==> src/rtl/pipe_ctrl_if.sv <==
// Request/response bundle between the pipeline stages and the pipeline stall/flush controller.
// master = pipeline side raising requests, slave = pipe_ctrl.
interface pipe_ctrl_if;
  logic        stallreq_id;
  logic        ex_start;
  logic [5:0]  ex_cycles;
  logic        ex_done;
  logic        flush_req;
  logic [31:0] new_pc;
  logic [5:0]  stall;
  logic        flush;
  logic [31:0] new_pc_o;
  logic        busy;
  logic [31:0] stall_cnt;

  modport master (
    output stallreq_id, ex_start, ex_cycles, ex_done, flush_req, new_pc,
    input  stall, flush, new_pc_o, busy, stall_cnt
  );

  modport slave (
    input  stallreq_id, ex_start, ex_cycles, ex_done, flush_req, new_pc,
    output stall, flush, new_pc_o, busy, stall_cnt
  );
endinterface

==> src/rtl/pipe_ctrl.sv <==
// Pipeline stall/flush controller: ID load-use stalls, multi-cycle EX stalls and flush redirects.
// Define PIPE_CTRL_EARLY_DONE_EN to let ex_done terminate an EX wait early.
module pipe_ctrl (
  input logic        clk,
  input logic        rst,
  pipe_ctrl_if.slave pif
);

  typedef enum logic [1:0] {StRun, StExWait, StFlush} state_e;

  localparam logic [5:0] StallId = 6'b000111;
  localparam logic [5:0] StallEx = 6'b001111;

  state_e      state_q, state_d;
  logic [5:0]  cnt_q, cnt_d;
  logic        flush_q, flush_d;
  logic        busy_q, busy_d;
  logic [31:0] pc_q, pc_d;
  logic [31:0] stall_cnt_q, stall_cnt_d;
  logic [5:0]  stall_c;
  logic [5:0]  stall_o;
  logic        early_done;

`ifdef PIPE_CTRL_EARLY_DONE_EN
  assign early_done = pif.ex_done;
`else
  logic unused_ex_done;
  assign early_done     = 1'b0;
  assign unused_ex_done = pif.ex_done;
`endif

  always_comb begin
    state_d = state_q;
    cnt_d   = cnt_q;
    pc_d    = pc_q;
    stall_c = '0;
    if (pif.flush_req) begin
      state_d = StFlush;
      cnt_d   = '0;
      pc_d    = pif.new_pc;
    end else begin
      unique case (state_q)
        StRun: begin
          // ex_cycles of 0 or 1 is a single-cycle op and never stalls.
          if (pif.ex_start && (pif.ex_cycles >= 6'd2)) begin
            stall_c = StallEx;
            state_d = StExWait;
            cnt_d   = pif.ex_cycles - 6'd2;
          end else if (pif.stallreq_id) begin
            stall_c = StallId;
          end
        end
        StExWait: begin
          if (early_done) begin
            cnt_d   = '0;
            state_d = StRun;
          end else if (cnt_q != '0) begin
            stall_c = StallEx;
            cnt_d   = cnt_q - 6'd1;
          end else begin
            state_d = StRun;
          end
        end
        StFlush: state_d = StRun;
        default: state_d = StRun;
      endcase
    end
  end

  // Reset must silence the combinational stall path immediately.
  assign stall_o = rst ? stall_c : '0;

  always_comb begin
    flush_d     = (state_d == StFlush);
    busy_d      = (state_d != StRun);
    stall_cnt_d = stall_cnt_q;
    if ((stall_o != '0) && (stall_cnt_q != 32'hFFFF_FFFF)) begin
      stall_cnt_d = stall_cnt_q + 32'd1;
    end
  end

  always_ff @(posedge clk or negedge rst) begin
    if (!rst) begin
      state_q     <= StRun;
      cnt_q       <= '0;
      flush_q     <= 1'b0;
      busy_q      <= 1'b0;
      pc_q        <= '0;
      stall_cnt_q <= '0;
    end else begin
      state_q     <= state_d;
      cnt_q       <= cnt_d;
      flush_q     <= flush_d;
      busy_q      <= busy_d;
      pc_q        <= pc_d;
      stall_cnt_q <= stall_cnt_d;
    end
  end

  assign pif.stall     = stall_o;
  assign pif.flush     = flush_q;
  assign pif.new_pc_o  = pc_q;
  assign pif.busy      = busy_q;
  assign pif.stall_cnt = stall_cnt_q;

endmodule

==> src/flat_wrapper.sv <==
// flat-port wrapper written by rule: the top's interface ports become plain ports
module pipe_ctrl_flat 
  (clk, rst, pif_stallreq_id, pif_ex_start, pif_ex_cycles, pif_ex_done, pif_flush_req, pif_new_pc, pif_stall, pif_flush, pif_new_pc_o, pif_busy, pif_stall_cnt);
  pipe_ctrl_if pif_i ();
  input logic clk;
  input logic rst;
  input wire logic [$bits(pif_i.stallreq_id)-1:0] pif_stallreq_id;
  input wire logic [$bits(pif_i.ex_start)-1:0] pif_ex_start;
  input wire logic [$bits(pif_i.ex_cycles)-1:0] pif_ex_cycles;
  input wire logic [$bits(pif_i.ex_done)-1:0] pif_ex_done;
  input wire logic [$bits(pif_i.flush_req)-1:0] pif_flush_req;
  input wire logic [$bits(pif_i.new_pc)-1:0] pif_new_pc;
  output wire logic [$bits(pif_i.stall)-1:0] pif_stall;
  output wire logic [$bits(pif_i.flush)-1:0] pif_flush;
  output wire logic [$bits(pif_i.new_pc_o)-1:0] pif_new_pc_o;
  output wire logic [$bits(pif_i.busy)-1:0] pif_busy;
  output wire logic [$bits(pif_i.stall_cnt)-1:0] pif_stall_cnt;
  assign pif_i.stallreq_id = pif_stallreq_id;
  assign pif_i.ex_start = pif_ex_start;
  assign pif_i.ex_cycles = pif_ex_cycles;
  assign pif_i.ex_done = pif_ex_done;
  assign pif_i.flush_req = pif_flush_req;
  assign pif_i.new_pc = pif_new_pc;
  assign pif_stall = pif_i.stall;
  assign pif_flush = pif_i.flush;
  assign pif_new_pc_o = pif_i.new_pc_o;
  assign pif_busy = pif_i.busy;
  assign pif_stall_cnt = pif_i.stall_cnt;
  pipe_ctrl u_core (.clk(clk), .rst(rst), .pif(pif_i));
endmodule
==> config.mk <==
export PLATFORM = sky130hd
export DESIGN_NAME = pipe_ctrl_flat
export DESIGN_NICKNAME = d
export VERILOG_FILES = /design/src/rtl/pipe_ctrl_if.sv /design/src/rtl/pipe_ctrl.sv /design/src/flat_wrapper.sv
export SDC_FILE = /design/constraint.sdc
export NUM_CORES = 1
export LEC_CHECK = 0
export CORE_MARGIN = 3
export CORE_UTILIZATION = 47
export CTS_BUF_LIST = sky130_fd_sc_hd__clkbuf_4 sky130_fd_sc_hd__clkbuf_8
export DETAILED_ROUTE_END_ITERATION = 6
export PLACE_DENSITY_LB_ADDON = 0.12
export SLEW_MARGIN = 15
export SYNTH_ARGS = -nofsm -noshare
export SYNTH_HDL_FRONTEND = slang
export SYNTH_SLANG_ARGS = --single-unit
==> constraint.sdc <==
create_clock -name clk -period 2.9 [get_ports clk]
set_input_delay 0.58 -clock clk [delete_from_list [all_inputs] [get_ports clk]]
set_output_delay 0.58 -clock clk [all_outputs]
set_load 0.01 [all_outputs]
# ---- After elaboration in Yosys (flattened, before gate mapping)
# Cells that the tools add are included.
dict set report totals {
  ff_bits 74
  in_bits 44
  word_cells 37
}
dict set report op_classes {
  addsub 3
  magnitude_cmp 1
  eq_ne 5
  mux 14
  n_reduce_logical 8
}
# operator count
set ops {}
lappend ops {{two-way mux 6 bit} 6}
lappend ops {{adder 32 x 1 -> 32 bit, second input constant} 1}
lappend ops {{inequality test 32 bit, second input constant} 1}
lappend ops {{one-hot mux 6 bit (2 select lines)} 2}
lappend ops {{nonzero test 6 bit} 2}
lappend ops {{>= comparator 6 x 2 -> 1 bit, second input constant} 1}
lappend ops {{two-way mux 2 bit} 3}
lappend ops {{inequality test 3 x 2 -> 1 bit, second input constant} 2}
lappend ops {{subtractor 6 x 1 -> 6 bit, second input constant} 1}
lappend ops {{subtractor 6 x 2 -> 6 bit, second input constant} 1}
lappend ops {{two-way mux 4 bit} 1}
lappend ops {{one-hot mux 2 bit (2 select lines)} 1}
lappend ops {{two-way mux 3 bit} 1}
lappend ops {{AND reduction 3 bit} 1}
lappend ops {{nonzero test 3 bit} 1}
lappend ops {{== test 2 x 1 -> 1 bit, second input constant} 1}
lappend ops {{== test 2 bit, second input constant} 1}
lappend ops {{logical AND 1 bit} 2}
lappend ops {{logical NOT 2 bit} 1}
lappend ops {{nonzero test 2 bit} 1}

# ---- Longest topological paths before layout
dict set report depth {
  word_depth 8
  ltp_mapped 9
  mapped_depth_nobuf 8
}

# ---- Least setup slack after synthesis
# No wires, ideal clock.
dict set report synth_timing {
  path_kind {input to output}
  startpoint {input port pif_ex_cycles[2]}
  endpoint {output port pif_stall[1]}
  t_arrival_ps 2004
  t_required_ps 2320
  setup_slack_ps 316
  path_stages 6
  n_path_buf 2
  path_cell_list {or3_4 > o311a_1 > a221oi_4 > inv_4 > buf_6 > buf_4}
}
dict set report synth_via {
  elab_chain_cells 6
}
# element line_no
set synth_rtl {}
lappend synth_rtl {{from (decl)} flat_wrapper.sv:9} ;# input wire logic [$bits(pif_i.ex_cycles)-1:0] pif_ex_cycles;
lappend synth_rtl {{>= comparator 6 x 2 -> 1 bit} pipe_ctrl.sv:45} ;# if (pif.ex_start && (pif.ex_cycles >= 6'd2)) begin
lappend synth_rtl {{logical AND 1 bit} pipe_ctrl.sv:45}
lappend synth_rtl {{two-way mux 6 bit} pipe_ctrl.sv:45}
lappend synth_rtl {{one-hot mux 6 bit (2 select lines)} pipe_ctrl.sv:42} ;# unique case (state_q)
lappend synth_rtl {{two-way mux 6 bit} pipe_ctrl.sv:37} ;# if (pif.flush_req) begin
lappend synth_rtl {{two-way mux 6 bit} pipe_ctrl.sv:71} ;# assign stall_o = rst ? stall_c : '0;
lappend synth_rtl {{to (decl)} flat_wrapper.sv:13} ;# output wire logic [$bits(pif_i.stall)-1:0] pif_stall;
# No other way between the ends.

# ---- Final worst setup path
dict set report layout_timing {
  startpoint {input port pif_ex_cycles[3]}
  endpoint {output port pif_stall[3]}
}
# Same word-level chain as after synthesis.

==> results.toml <==
[run_status]
status = "completed"

[global_routing]
grtUsageTotal = 0.205
antenna_found_initial = 0
grt-ovfl-total = 0
grt_first_pass_wirelength_mm = 13.9
grt_max_degree = 51
grt_pass1_vias = 2848

[die]
die_x_um = 91.9
pin_count = 116
initial_utilization = 0.497
design.die.area_mm2 = 0.00845
rows = 30
core-area_mm2 = 0.00698
die_h_um = 91.9

[detailed_routing]
drt_iter0_drc = 68
vias = 2739
wirelength_mm = 8.29
drc = 0
ant_nets = 0
drt_pass1_iterations = 4
wire_per_inst_um = 16.0
via_per_inst = 5.28

[clock_tree]
clk_pin_slew_ps = 80
cts_max_level = 3
cts.sinks = 74
clk_latency_ps = 330
cts_buffer_depth = 2
cts_tree = "yes"
ctsHoldBuffers = 0
cts-root-buf = "clkbuf_8"
cts_buffers = 9

[power]
power_uw = 2560
total_leakage_power_uw = 0.00207
p_per_area_mw_per_mm2 = 516
ir_drop_mv = 0.319

[sta]
finalCriticalPeriod_ps = 2750
maxSlewHeadroom = 0.574
fin_crit_sh = 0.948
worst_clock_skew_ps = 4.15
hold_viol = 0
setup_violations = 0
fmax_mhz = 364
slew_violations = 0
tightest_slew_ps = 639
fin_tns_setup_ps = 0
rsz0062_at_grt = "no"

[yosys]
ys_types = 44
synth_cells = 295
synth-seq-cells = 74
ys_top_cells_by_area = "dfrtp_1 53%, mux2_2 10%, xnor2_1 6.3%"
synth_top_area_frac = 0.534
ys.flop_type = "dfrtp_1"
syn_avg_cell_area_um2 = 11.8
synth.largest_area_cell = "dfrtp_1"
synth_edf_count = 0
syn_area_mm2 = 0.00347
seq_area_frac_synth = 0.534
yosys_warnings = 0
synthArstFlopShare = 1.00

[job]
maxCapViolCount = 0

[place]
place_area_mm2 = 0.00471
gp_congestion = 0.851
port_buffers = 112
placed_cells = 500
dp_hpwl_mm = 5.82

[setup_path]
critPathKind = "input port to output port"
cp-start-kind = "input port"
required_ps = 2320
critPathMaxFanout = 3
startpoint = "pif_ex_cycles[3]"
end_kind = "output port"
arrival_ps = 2170
regToRegStartpoint = "u_core.cnt_q[0]$_DFFE_PN0P_"

[finish]
fin_nets = 465
stdcell_count = 519
fin_area_mm2 = 0.00497
layout-drive-gt1-share = 0.194
antenna_cells = 0
syn_to_final_growth_pct = 43.4

[hold_path]
hold_path.class = "input port to async pin"
registers in the layout (all words and copies together) (netlist names):
signal	cells
u_core.state_q	2
u_core.pif.busy	1
u_core.pif.new_pc_o	32
u_core.pif.stall_cnt	32
u_core.cnt_q	6
u_core.pif.flush	1
cell usage after synthesis, drive strengths merged (2+ instances only):
library cell   n
a21oi          3
a221oi         3
a31oi          6
and2           6
and3          12
and4           2
buf           11
clkbuf         7
dfrtp         74
ha             3
inv            8
mux2          34
nand2         11
nand2b         3
nand3         14
nand4         20
nor2          10
nor2b          2
nor3           6
nor3b          3
nor4           4
o21ai          8
or3            3
xnor2         25
xor2           7
path summary, 6_finish.rpt:
check	endpoint	slack, ps	depth (start not counted)
max reg2reg	u_core.pif.stall_cnt[30]$_DFFE_PN0P_	410	10
min in group clk	u_core.pif.stall_cnt[10]$_DFFE_PN0P_	500	1
min	u_core.pif.stall_cnt[25]$_DFFE_PN0P_	250	2
max in group asynchronous	u_core.pif.new_pc_o[6]$_DFFE_PN0P_	2080	2
min reg2reg	u_core.pif.stall_cnt[10]$_DFFE_PN0P_	500	1
max	pif_stall[3]	150	6
where the power goes:
| group | switching, uW | internal, uW |
|---|---|---|
| clock network | 383 | 483 |
| registers | 77.6 | 1120 |
| logic | 200 | 299 |
cell families after synthesis:
family / share of synthesized area
AND/OR/NAND/NOR: 0.170
multiplexers: 0.110
buffers and inverters: 0.0379
adder cells (fa/ha/maj): 0.0108
other: 0.00108
flip-flops: 0.534
XOR/XNOR: 0.0808
AO/OA/AOI/OAI: 0.0556
per-layer routing:
metal,up-vias,global-route usage,share of wire
li1,1302,-,-
met5,-,0,0
met4,0,0.0792,0.012
met2,91,0.343,0.50
met3,9,0.0492,0.067
met1,1337,0.257,0.42
area by class of cell:
class                   count  area [um2]
multi-input cells         196        1510
clock inverters             7        93.8
inverters                   8        32.5
well taps                  96         120
repair buffers            129        1250
flip-flops and latches     74        1850
fillers                   520        2010
clock buffers               9         124
timing repair:
action / in CTS / in global routing
setup buffers: 2 / 1
pin swaps: 1 / 1
setup endpoints to repair: 4 / 4
resized for setup: 16 / 2
per-stage QoR:
step,utilization,setup slack [ps],hold slack [ps]
3_5_place_dp,0.675,-309,490
5_1_grt,0.712,28.9,255
2_1_floorplan,-,316,284
6_report,0.712,152,254
4_1_cts,0.710,2.71,245
3_3_place_gp,0.675,-306,481
worst max-delay path: stages:
cell             delay [ps]
dlygate4sd2_1           250
or3_4                   390
or3_4                   340
a31o_2                  250
and2_1                  150
clkdlybuf4s15_2         220
cell usage in the layout (no fill, tap or decap), types with 9 or more instances in the layout:
cell / n
nand3_1: 11
nand4_1: 19
clkbuf_8: 9
nand2_1: 11
mux2_2: 32
buf_4: 18
clkdlybuf4s50_1: 103
nor2_1: 10
dfrtp_1: 74
and3_1: 12
xnor2_1: 25
Power figures use the tool's default switching activity.
